$ cat config.mk
export PLATFORM = sky130hd
export DESIGN_NAME = adc_dc_blocker
export DESIGN_NICKNAME = d
export VERILOG_FILES = /design/src/rtl/audio_pkg.sv /design/src/rtl/sat_shift.sv /design/src/rtl/adc_dc_blocker.sv
export SDC_FILE = /design/constraint.sdc
export NUM_CORES = 1
export LEC_CHECK = 0
export ABC_AREA = 0
export BUFFER_PORTS_ARGS = -buffer_cell sky130_fd_sc_hd__clkbuf_2
export CELL_PAD_IN_SITES_DETAIL_PLACEMENT = 0
export CELL_PAD_IN_SITES_GLOBAL_PLACEMENT = 1
export CORE_ASPECT_RATIO = 0.7
export CORE_UTILIZATION = 30
export DETAILED_ROUTE_END_ITERATION = 8
export HOLD_SLACK_MARGIN = 0.02
export PLACE_DENSITY = 0.61
export SLEW_MARGIN = 20
export SYNTH_ARGS = -nofsm -noshare
export SYNTH_HDL_FRONTEND = slang
export SYNTH_SLANG_ARGS = --single-unit
$ cat constraint.sdc
create_clock -name clk -period 6 [get_ports clk]
set_input_delay 1.2 -clock clk [delete_from_list [all_inputs] [get_ports clk]]
set_output_delay 1.2 -clock clk [all_outputs]
set_load 0.005 [all_outputs]
$ cat src/rtl/audio_pkg.sv
// rtl/audio_pkg.sv - shared audio sample widths and types
package audio_pkg;
    localparam int ADC_W    = 12;
    localparam int SAMPLE_W = 16;

    typedef logic signed [SAMPLE_W-1:0] sample_t;
endpackage

$ cat src/rtl/sat_shift.sv
// rtl/sat_shift.sv - signed left shift with saturation to out_w bits
module sat_shift #(
    parameter int in_w  = 13,
    parameter int out_w = 16,
    parameter int shift = 3
) (
    input  logic signed [in_w-1:0]  v_in,
    output logic signed [out_w-1:0] v_out
);
    // One spare bit above whichever is wider keeps the shifted value exact.
    localparam int EW = ((in_w + shift > out_w) ? (in_w + shift) : out_w) + 1;

    localparam logic signed [EW-1:0] SAT_MAX = {{(EW-out_w+1){1'b0}}, {(out_w-1){1'b1}}};
    localparam logic signed [EW-1:0] SAT_MIN = {{(EW-out_w+1){1'b1}}, {(out_w-1){1'b0}}};

    logic signed [EW-1:0] ext;

    always_comb begin
        ext = {{(EW-in_w){v_in[in_w-1]}}, v_in} <<< shift;
        if (ext > SAT_MAX) begin
            v_out = SAT_MAX[out_w-1:0];
        end else if (ext < SAT_MIN) begin
            v_out = SAT_MIN[out_w-1:0];
        end else begin
            v_out = ext[out_w-1:0];
        end
    end
endmodule

$ cat src/rtl/adc_dc_blocker.sv
// rtl/adc_dc_blocker.sv - ADC offset-binary capture, leaky-integrator DC removal, gain and saturate
module adc_dc_blocker
    import audio_pkg::*;
#(
    parameter int in_width   = ADC_W,
    parameter int out_width  = SAMPLE_W,
    parameter int shift_k    = 10,
    parameter int gain_shift = 3
) (
    input  logic                        clk,
    input  logic                        rst,
    input  logic                        in_valid,
    input  logic [in_width-1:0]         sample_in,
    input  logic                        bypass,
    output logic                        out_valid,
    output logic signed [out_width-1:0] sample_out,
    output logic                        primed
);
    localparam int ACC_W = in_width + shift_k + 1;
    localparam int Y_W   = in_width + 1;

    logic                        valid1_q, valid1_d;
    logic signed [in_width-1:0]  x_q, x_d;
    logic                        bypass1_q, bypass1_d;
    logic signed [ACC_W-1:0]     acc_q, acc_d;
    logic                        primed_q, primed_d;
    logic                        out_valid_q, out_valid_d;
    logic signed [out_width-1:0] sample_out_q, sample_out_d;

    logic signed [ACC_W-1:0]     x_ext;
    logic signed [ACC_W-1:0]     dc;
    logic signed [ACC_W-1:0]     y_full;
    logic signed [Y_W-1:0]       v;
    logic signed [out_width-1:0] sat_out;

    always_comb begin
        valid1_d  = in_valid;
        x_d       = x_q;
        bypass1_d = bypass1_q;
        if (in_valid) begin
            x_d       = {~sample_in[in_width-1], sample_in[in_width-2:0]};
            bypass1_d = bypass;
        end

        x_ext    = {{(ACC_W-in_width){x_q[in_width-1]}}, x_q};
        dc       = acc_q >>> shift_k;
        acc_d    = acc_q;
        primed_d = primed_q;
        y_full   = '0;
        // The tracker keeps running in bypass so leaving bypass is glitch-free.
        if (valid1_q) begin
            if (!primed_q) begin
                acc_d    = x_ext <<< shift_k;
                primed_d = 1'b1;
            end else begin
                y_full = x_ext - dc;
                acc_d  = acc_q + y_full;
            end
        end

        v = bypass1_q ? {x_q[in_width-1], x_q} : y_full[Y_W-1:0];
    end

    sat_shift #(
        .in_w  (Y_W),
        .out_w (out_width),
        .shift (gain_shift)
    ) u_sat_shift (
        .v_in  (v),
        .v_out (sat_out)
    );

    always_comb begin
        out_valid_d  = valid1_q;
        sample_out_d = valid1_q ? sat_out : sample_out_q;
    end

    always_ff @(posedge clk) begin
        if (rst) begin
            valid1_q     <= 1'b0;
            x_q          <= '0;
            bypass1_q    <= 1'b0;
            acc_q        <= '0;
            primed_q     <= 1'b0;
            out_valid_q  <= 1'b0;
            sample_out_q <= '0;
        end else begin
            valid1_q     <= valid1_d;
            x_q          <= x_d;
            bypass1_q    <= bypass1_d;
            acc_q        <= acc_d;
            primed_q     <= primed_d;
            out_valid_q  <= out_valid_d;
            sample_out_q <= sample_out_d;
        end
    end

    assign out_valid  = out_valid_q;
    assign sample_out = sample_out_q;
    assign primed     = primed_q;
endmodule

==> results.txt <==
Hold Buf Count CTS: 0
Largest net degree at the start of global routing: 53
Register area: 0.00104 mm2
Core area: 0.0119 mm2
IO buf count: 30
Worst reg2reg startpoint: acc_q[11]
Remaining global-route overflow: 0
Avg Vias per Cell: 5.09
Final Hold Vio Count: 0
IO Count: 34
Power Density: 295 mW/mm2
Worst-path clk slew: 0.08 ns
Slew margin rel.: 35.0%
Slowest CP cell: a41oi_2
RSZ-0062 raised after global routing: false
Postcts setup bufs: 0
Vias in the first global route: 2949
Crit. End Element: flop
Max VDD drop: 124 uV
Hold Path Class: reg -> reg
Chip height: 94.9 um
Post-route setup TNS: 0 ns
Pre-antenna DRT Iters: 5
Top_reg_cell synth: dfxtp_1
Clock sinks: 52
Number of nets with antenna violations after routing: 0
Setup-failing EPs final: 0
DR DRC count: 0
HPWL Detailed: 7.86 mm
Worst R2R Setup Slack: 1.27 ns
Fillers: 1277
CTS H-Tree Depth: 2
CTS root buf: clkbuf_16
Leak: 1.78 nW
Most frequent cells in the layout: nor2_1 (69), dfxtp_1 (52), a21oi_1 (39), ha_1 (39), clkbuf_2 (30)
DRT iter0 DRCs: 166
Flop pwr share: 31.8%
Vias: 3229
Worst-Skew Late Latency: 0.30 ns
Fraction of layout cells with a size suffix above 1: 10.3%
Tot GR Track Use: 16.8%
Clock share of power: 27.9%
Cells after Synth: 457
CP bufs+invs: 1
WL final: 10.4 mm
Synth-to-Final Area Change: 11.7%
Slowest stage delay, CP: 0.59 ns
Critical path's top delay family: compound AO/OA/AOI/OAI gates
Starting Density: 31.2%
Combinational Power Share: 40.3%
Post-synthesis sequential area ratio: 28.1%
Worst-margin pin slew: 0.971 ns
CP dominant cell by count: a31oi_1
Critical path arrival: 4.95 ns
Antenna violations before repair: 0
Period utilization: 78.8%
Syn avg cell area: 8.09 um2
Critical path startpoint: acc_q[11]
Min Tclk post-route: 4.73 ns
Setup crit start kind: flop
Nets: 534
Multi-input logic area: 0.00245 mm2
CTS resizes: 0
Crit. path cell count: 18
Core Rows: 33
Sw frac: 37.2%
CTS Buf Count: 5
Status: finished clean
ANT cells: 0
DIE AREA: 0.0128 mm2
Worst Setup EP: acc_q[22]
Max frequency: 211 MHz
Number of synthesized flops with an enable pin: 0
Max Buffers Root-to-Sink: 2
Max-cap viol count: 0
Switching power: 0.453 mW
CTS tree: done
Final Power: 1.22 mW
Slew Limit Fails: 0
Critical path class: reg -> reg
First-pass GRT wire length: 16.3 mm
Cell internal pwr: 0.765 mW
YS warnings: 0
Die X: 135 um
Mapped cell area: 0.00370 mm2
Required @ worst endpoint: 6.22 ns
Worst-path fanout max: 12
Count of cell types in the netlist: 53
Clock Skew: 0.00696 ns
Avg WL per Cell: 16.4 um
Cells on worst reg2reg path: 18
Post-synthesis sequential element count: 52
RR Endpoint: acc_q[22]
GPL Wtd Cong: 0.818
Worst-path cell chain: inv_1 -> ha_1 -> nor2b_4 -> o31a_1 -> o21a_1 -> o2111ai_2 -> a31oi_1 -> a41oi_2 -> ha_1 -> a21o_1 -> a221o_1 -> a31oi_1 -> a21oi_1 -> a211oi_2 -> a31oi_1 -> xnor2_1 -> or3_1 -> a41oi_2
Most common cell after layout, fill and taps aside: nor2_1
Ys async rst share: 0%
[cell type report]
type | instances | area share [%]
tap | 157 | 4.75
clock inverter | 2 | 0.939
multi-input combinational | 359 | 59.4
timing repair buffer | 34 | 4.36
sequential | 52 | 25.2
inverter | 25 | 2.27
clock buffer | 6 | 3.12
[Yosys cell counts (all sizes together) (5+ instances only)]
master	instances	share of area [%]
nor3	13	1.8
nor2	69	7.0
a22oi	11	2.2
mux2i	15	4.1
nand2	28	2.8
buf	8	1.6
a21oi	39	5.3
inv	23	2.3
o21ai	18	2.4
a21o	10	2.0
nand2b	6	1.0
xor2	5	1.2
nand3	7	0.95
a211oi	17	3.6
clkbuf	15	1.6
xnor2	21	5.0
a221oi	9	2.1
o21a	7	1.4
ha	39	13
dfxtp	52	28
[registers in the layout (all words and copies together), names as in the netlist]
register / flops
out_valid_d: 1
bypass1_q: 1
acc_q: 23
out_valid: 1
sample_out: 13
x_q: 12
primed: 1
[through the flow]
stage | cell area, um2 | setup WS [ns] | util (%) | instances | hold WS [ns]
floorplan | 3710 | 1.80 | - | 459 | 0.445
global placement | 3970 | 1.45 | 33.5 | 627 | 0.474
detailed placement | 3970 | 1.34 | 33.5 | 627 | 0.470
CTS | 4130 | 1.29 | 34.9 | 635 | 0.483
global route | 4130 | 0.964 | 34.9 | 635 | 0.505
finish | 4130 | 1.27 | 34.9 | 635 | 0.487
[how the worst min path moves through the flow]
stage,startpoint,to,slack [ns],cells past startpoint
floorplan,acc_q[3],acc_q[3],0.45,2
global placement,acc_q[4],acc_q[4],0.47,2
detailed placement,acc_q[3],acc_q[3],0.47,2
CTS,acc_q[3],acc_q[3],0.48,2
global route,sample_out[4],sample_out[4],0.50,2
finish,sample_out[10],sample_out[10],0.49,2
[power by group through the flow]
| stage | Clock [mW] | Combinational (mW) | Sequential (mW) |
|---|---|---|---|
| after floorplan | 0 | 0.374 | 0.387 |
| after global placement | 0 | 0.490 | 0.395 |
| after detailed placement | 0 | 0.485 | 0.395 |
| after CTS | 0.347 | 0.488 | 0.387 |
| after global routing | 0.363 | 0.547 | 0.390 |
| final | 0.340 | 0.491 | 0.388 |
[routing by layer]
metal | vias up | routed length [um] | part of all wire, % | GRT usage (%)
li1 | 1666 | - | - | -
met1 | 1482 | 5970 | 57 | 27.1
met2 | 77 | 3830 | 37 | 22.9
met3 | 4 | 598 | 5.7 | 2.90
met4 | 0 | 29 | 0.28 | 2.15
met5 | - | 0 | 0 | 0
[tightest hold or removal path: cells and delay by family (launching register included)]
family | cells | cell delay, ns
AND/OR/NAND/NOR | 1 | 0.08
AO/OA/AOI/OAI | 1 | 0.05
flip-flops | 1 | 0.31
[cell families after synthesis]
| group | count (synthesis) | share of synthesized area (%) |
|---|---|---|
| and+or+nand+nor | 142 | 17.3 |
| xor gates and xnor gates | 26 | 6.16 |
| adders and majority gates | 41 | 14.3 |
| AOI/OAI and AO/OA | 132 | 24.3 |
| buffers and inverters | 48 | 5.72 |
| DFF | 52 | 28.1 |
| muxes | 15 | 4.06 |
| other | 1 | 0.101 |
Note: power is estimated with default switching activity, not from simulation.
